## src/rtl/egr_rrs_demux.sv

```systemverilog
// ---------------------------------------------------------------------------
// egr_rrs_demux
//
// Egress read-response demultiplexer. Takes a single response stream from the
// Mesh Read Interface (no backpressure toward the MRI) and steers each beat by
// client ID into one of N_CLIENTS independent FIFOs. Each FIFO drains to its
// requestor through a valid/ready handshake.
//
// Ports
//   cclk            sole clock, rising edge
//   rst             synchronous, active-high reset
//   mri_rsp_valid   response beat present (cannot be stalled)
//   mri_rsp_cid     destination client
//   mri_rsp_tag     response tag (carried unchanged)
//   mri_rsp_data    response data
//   rsp_valid[i]    client i head entry valid
//   rsp_ready[i]    client i consumer ready
//   rsp_tag         client i head tag at [i*TAG_W +: TAG_W]
//   rsp_data        client i head data at [i*DATA_W +: DATA_W]
//   occupancy       client i entry count at [i*(log2(DEPTH)+1) +: log2(DEPTH)+1]
//   overflow_err[i] sticky: a beat for client i arrived while its FIFO was full
//   bad_cid_err     sticky: a beat arrived with cid >= N_CLIENTS
// ---------------------------------------------------------------------------
module egr_rrs_demux #(
  parameter int N_CLIENTS = 4,
  parameter int DEPTH     = 8,
  parameter int DATA_W    = 64,
  parameter int TAG_W     = 8,
  parameter int CID_W     = (N_CLIENTS > 1) ? $clog2(N_CLIENTS) : 1
) (
  input  logic                                     cclk,
  input  logic                                     rst,
  input  logic                                     mri_rsp_valid,
  input  logic [CID_W-1:0]                         mri_rsp_cid,
  input  logic [TAG_W-1:0]                         mri_rsp_tag,
  input  logic [DATA_W-1:0]                        mri_rsp_data,
  output logic [N_CLIENTS-1:0]                     rsp_valid,
  input  logic [N_CLIENTS-1:0]                     rsp_ready,
  output logic [N_CLIENTS*TAG_W-1:0]               rsp_tag,
  output logic [N_CLIENTS*DATA_W-1:0]              rsp_data,
  output logic [N_CLIENTS*($clog2(DEPTH)+1)-1:0]   occupancy,
  output logic [N_CLIENTS-1:0]                     overflow_err,
  output logic                                     bad_cid_err
);

  localparam int PTR_W = $clog2(DEPTH);
  localparam int CNT_W = PTR_W + 1;
  localparam int ENT_W = TAG_W + DATA_W;

  // Compared as an int so a cid field wider than the client range is caught.
  logic cid_ok;
  assign cid_ok = (int'(mri_rsp_cid) < N_CLIENTS);

  // NOTE: all sequential state uses non-blocking assignments so every flop
  // samples pre-edge values regardless of block evaluation order.
  always_ff @(posedge cclk) begin
    if (rst) begin
      bad_cid_err <= 1'b0;
    end else if (mri_rsp_valid && !cid_ok) begin
      bad_cid_err <= 1'b1;
    end
  end

  for (genvar g = 0; g < N_CLIENTS; g++) begin : g_client
    logic [ENT_W-1:0] mem [DEPTH];
    logic [PTR_W-1:0] wr_ptr;
    logic [PTR_W-1:0] rd_ptr;
    logic [CNT_W-1:0] count;
    logic             ovf;
    logic             push;
    logic             pop;
    logic             full;
    logic             accept;
    logic [ENT_W-1:0] head;

    assign push = mri_rsp_valid && cid_ok && (mri_rsp_cid == CID_W'(g));
    assign full = (count == CNT_W'(DEPTH));
    // Valid comes only from the registered count, so ready never feeds valid.
    assign pop  = (count != '0) && rsp_ready[g];
    // A pop in the same cycle frees the slot, so a full FIFO still accepts.
    assign accept = push && (!full || pop);

    // NOTE: the entry storage has no reset; entries are only observable
    // through rsp_valid, which is driven from the reset count.
    always_ff @(posedge cclk) begin
      if (!rst && accept) begin
        mem[wr_ptr] <= {mri_rsp_tag, mri_rsp_data};
      end
    end

    always_ff @(posedge cclk) begin
      if (rst) begin
        wr_ptr <= '0;
        rd_ptr <= '0;
        count  <= '0;
        ovf    <= 1'b0;
      end else begin
        if (accept) wr_ptr <= wr_ptr + PTR_W'(1);
        if (pop)    rd_ptr <= rd_ptr + PTR_W'(1);
        case ({accept, pop})
          2'b10:   count <= count + CNT_W'(1);
          2'b01:   count <= count - CNT_W'(1);
          default: count <= count;
        endcase
        if (push && !accept) ovf <= 1'b1;
      end
    end

    assign head = mem[rd_ptr];

    assign rsp_valid[g]                    = (count != '0);
    assign rsp_tag[g*TAG_W +: TAG_W]       = head[ENT_W-1 -: TAG_W];
    assign rsp_data[g*DATA_W +: DATA_W]    = head[DATA_W-1:0];
    assign occupancy[g*CNT_W +: CNT_W]     = count;
    assign overflow_err[g]                 = ovf;
  end

endmodule
```

## config.mk

```make
export PLATFORM = sky130hd
export DESIGN_NAME = egr_rrs_demux
export DESIGN_NICKNAME = d
export VERILOG_FILES = /design/src/rtl/egr_rrs_demux.sv
export SDC_FILE = /design/constraint.sdc
export NUM_CORES = 2
export LEC_CHECK = 0
export BUFFER_PORTS_ARGS = -buffer_cell sky130_fd_sc_hd__buf_4
export CAP_MARGIN = 40
export CORE_MARGIN = 2
export CORE_UTILIZATION = 35
export DETAILED_ROUTE_END_ITERATION = 10
export GPL_TIMING_DRIVEN = 0
export SETUP_SLACK_MARGIN = 0.2
export SLEW_MARGIN = 20
export SYNTH_ARGS = -nofsm -noshare
export SYNTH_HDL_FRONTEND = slang
export SYNTH_SLANG_ARGS = --single-unit
```

## constraint.sdc

```tcl
create_clock -name cclk -period 9.2 [get_ports cclk]
set_clock_uncertainty 0.05 [all_clocks]
set_input_delay 0.92 -clock cclk [delete_from_list [all_inputs] [get_ports cclk]]
set_output_delay 0.92 -clock cclk [all_outputs]
set_load 0.02 [all_outputs]
```

==> results.toml <==
[yosys]
syn_inst = 3753
yosysSeqAreaShare = 0.784
ys.flop_type = "edfxtp_1"
ys_warn_count = 0
synth_nets = 3854
syn-cell-area_um2 = 89700
synth_seq_cells = 2360
synth_area_leaders = "edfxtp_1, mux4_2, mux2_2, dfxtp_1, buf_6"
synth_top_area_frac = 0.771
async_reset_ff_frac = 0
ys_types = 59
syn_area_per_cell_um2 = 23.9
synth_top_area_cell = "edfxtp_1"
synth-edff-count = 2304

[final_layout]
area_growth_pct = 20.4
fill_cells = 21700
mostFrequentLayoutCells = "edfxtp_1, mux4_2, buf_4"
nets = 4691
utilization = 0.425
final_common_cell = "edfxtp_1"
drive_above_1_share = 0.408
postLayoutCellArea_um2 = 108000
stdcell_count = 8163

[placed_design]
pre_cts_slack_ns = 4.19
place.gp.congestion = 0.709
dpl.hpwl_mm = 156
post-place-cells = 7715
placed_area_um2 = 100000
portBuffers = 390

[critical_path]
required_ns = 8.23
r2r.worst_path.cells = 14
endpoint_kind = "output pin"
critPathTopFamily = "buffers and inverters"
cpPeakStageDelay_ns = 0.79
rrSetupSlack_ns = 4.95
crit_path_max_fanout = 10
reg2reg_to = "g_client[1].mem[4][32]$_DFFE_PP_"
path_depth = 6
cpMostUsedCell = "buf_2"
worstSetupPathType = "reg2out"
crit_chain = "buf_2, buf_2, buf_2, mux4_2, mux2_2, buf_4"
cpMaxStageDelayCell = "buf_2"
crit_buf_inv = 4
crit_path_start_kind = "flip-flop"
reg2reg_from = "g_client[1].count[0]$_SDFFE_PP0P_"
cp_data_arrival_time_ns = 3.99

[timing]
fin_crit_ns = 4.96
hold_viol = 0
fin_tns_setup_ns = 0
report.final.setup_viol = 0
worst_pin_slew_ns = 0.894
finalMaxSlewViolations = 0
grt_setup_unrepaired = "false"
fmax_ghz = 0.202
fin_crit_sh = 0.539
max-slew-margin-rel = 0.404
fin_ws_ns = 4.24

[drt]
antenna_left = 0
first_iter_violations = 4469
drc = 0
vias = 42300
first_pass_iters = 5
drt_wl_total_mm = 233
viasPerCell = 5.19
wl_per_cell_um = 28.5

[global_route]
grt_pass1_vias = 43400
antenna_found_initial = 12
gr-total-overflow = 0
grtUsageTotal = 0.177
grt_max_degree = 36
grt_pass1_wl_mm = 326

[clock_tree]
cts_tree = "done"
tritoncts_num_sinks = 2360
cts.repair.resized = 0
hold_buffers = 0
cts_buffers = 238
cts-root-buf = "clkbuf_16"
cts.htree.levels = 4
path_clk_slew_ns = 0.06
clockBufferDepth = 3
clk_latency_ns = 0.88
post_cts_buffers = 0

[floorplanning]
die_x_um = 510
start_util = 0.353
num_rows = 185
coreArea_um2 = 254000
io-pin-count = 394
die_area_um2 = 260000
fp.dieH_um = 510

[status]
status = "complete, no violations"

[min_path]
hp-start = "rsp_ready[0]"
hold_depth = 3
min_path_type = "in2reg"
worstHoldEndpoint = "g_client[0].count[2]$_SDFFE_PP0P_"

[pwr]
power_density_nw_per_um2 = 247
p_leak_uw = 0.0340
ir_drop_mv = 0.206

[run]
maxCapViolCount = 0
==> sequential cells by signal, indices dropped and copies added (netlist names), named ones only <==
register / flops
g_client.mem: 2304
g_client.wr_ptr: 12
g_client.rd_ptr: 12
g_client.count: 16
g_client.ovf: 4
==> per-layer routing <==
layer  global-route usage  part of all wire  up-vias
met3               0.0317             0.066      275
li1                     -                 -    17600
met4               0.0435             0.021        0
met5                    0                 0        -
met2                0.291              0.49     1443
met1                0.246              0.42    23000
==> layout make-up <==
class,count,area [um^2],area share
Inverter,17,63.8,0.000591
Clock buffer,285,6130,0.0568
Clock inverter,158,1670,0.0155
Antenna cell,4,10.0,0.0000927
Tap cell,3366,4210,0.0390
Buffer,190,1090,0.0101
Sequential cell,2360,70300,0.651
Timing Repair Buffer,597,6010,0.0556
Multi-Input combinational cell,1186,18500,0.171
==> cells by family after synthesis <==
logic type | share of synthesized area
buf+inv | 0.0127
fa+ha+maj | 0.00312
flops | 0.784
simple gates | 0.0103
compound gates | 0.00582
xor+xnor | 0.00245
other cells | 0.0000418
mux | 0.182
==> synthesized netlist by cell type, types with 2 or more instances <==
library cell,instances
edfxtp_1,2304
mux4_2,576
mux2_2,289
nor2_1,75
clkbuf_1,73
buf_2,70
dfxtp_1,56
buf_6,34
nand2_1,33
nand3_1,26
a21oi_1,22
inv_1,17
xor2_1,17
ha_1,16
nand2b_1,13
nor3_1,13
o211ai_1,12
or3_1,9
buf_1,7
mux2i_1,7
buf_4,6
nand3b_1,6
o21ai_0,6
o2111ai_1,5
xnor2_1,5
a31oi_1,4
and3_1,4
fa_1,4
nor4_1,4
o22ai_1,3
a21boi_0,2
nor4b_1,2
o21ai_1,2
o21ai_2,2
o21bai_1,2
o221ai_1,2
o2bb2ai_1,2
or4_1,2
==> worst register-to-register path, delay by kind of cell (launching register included) <==
kind                   cells  cell delay (ns)
AO/OA/AOI/OAI              1             0.35
buffers and inverters     11             2.50
flip-flops                 1             0.42
AND/OR/NAND/NOR            2             0.70
==> worst max-delay path by stage <==
stage	from	endpoint	slack, ns
3_5_place_dp	mri_rsp_cid[1]	g_client[1].mem[4][37]$_DFFE_PP_	4.19
3_3_place_gp	rst	g_client[1].mem[4][37]$_DFFE_PP_	-9.45
5_1_grt	flip-flop	rsp_data[88]	4.11
6_report	flip-flop	rsp_data[116]	4.24
2_1_floorplan	mri_rsp_cid[1]	g_client[1].mem[4][0]$_DFFE_PP_	0.21
4_1_cts	flip-flop	rsp_data[90]	4.09
==> through the flow <==
stage          hold slack (ns)  total power (uW)
4_1_cts                  0.274             27100
3_3_place_gp             0.416             17400
6_report                 0.358             26700
3_5_place_dp             0.413             17400
2_1_floorplan            0.388             15300
5_1_grt                  0.300             27700
==> power by group <==
group	internal [uW]	switching (uW)
Clock	5520	4140
Sequential	11900	75.4
Combinational	2280	2830
Note: power is estimated with default switching activity, not from simulation.
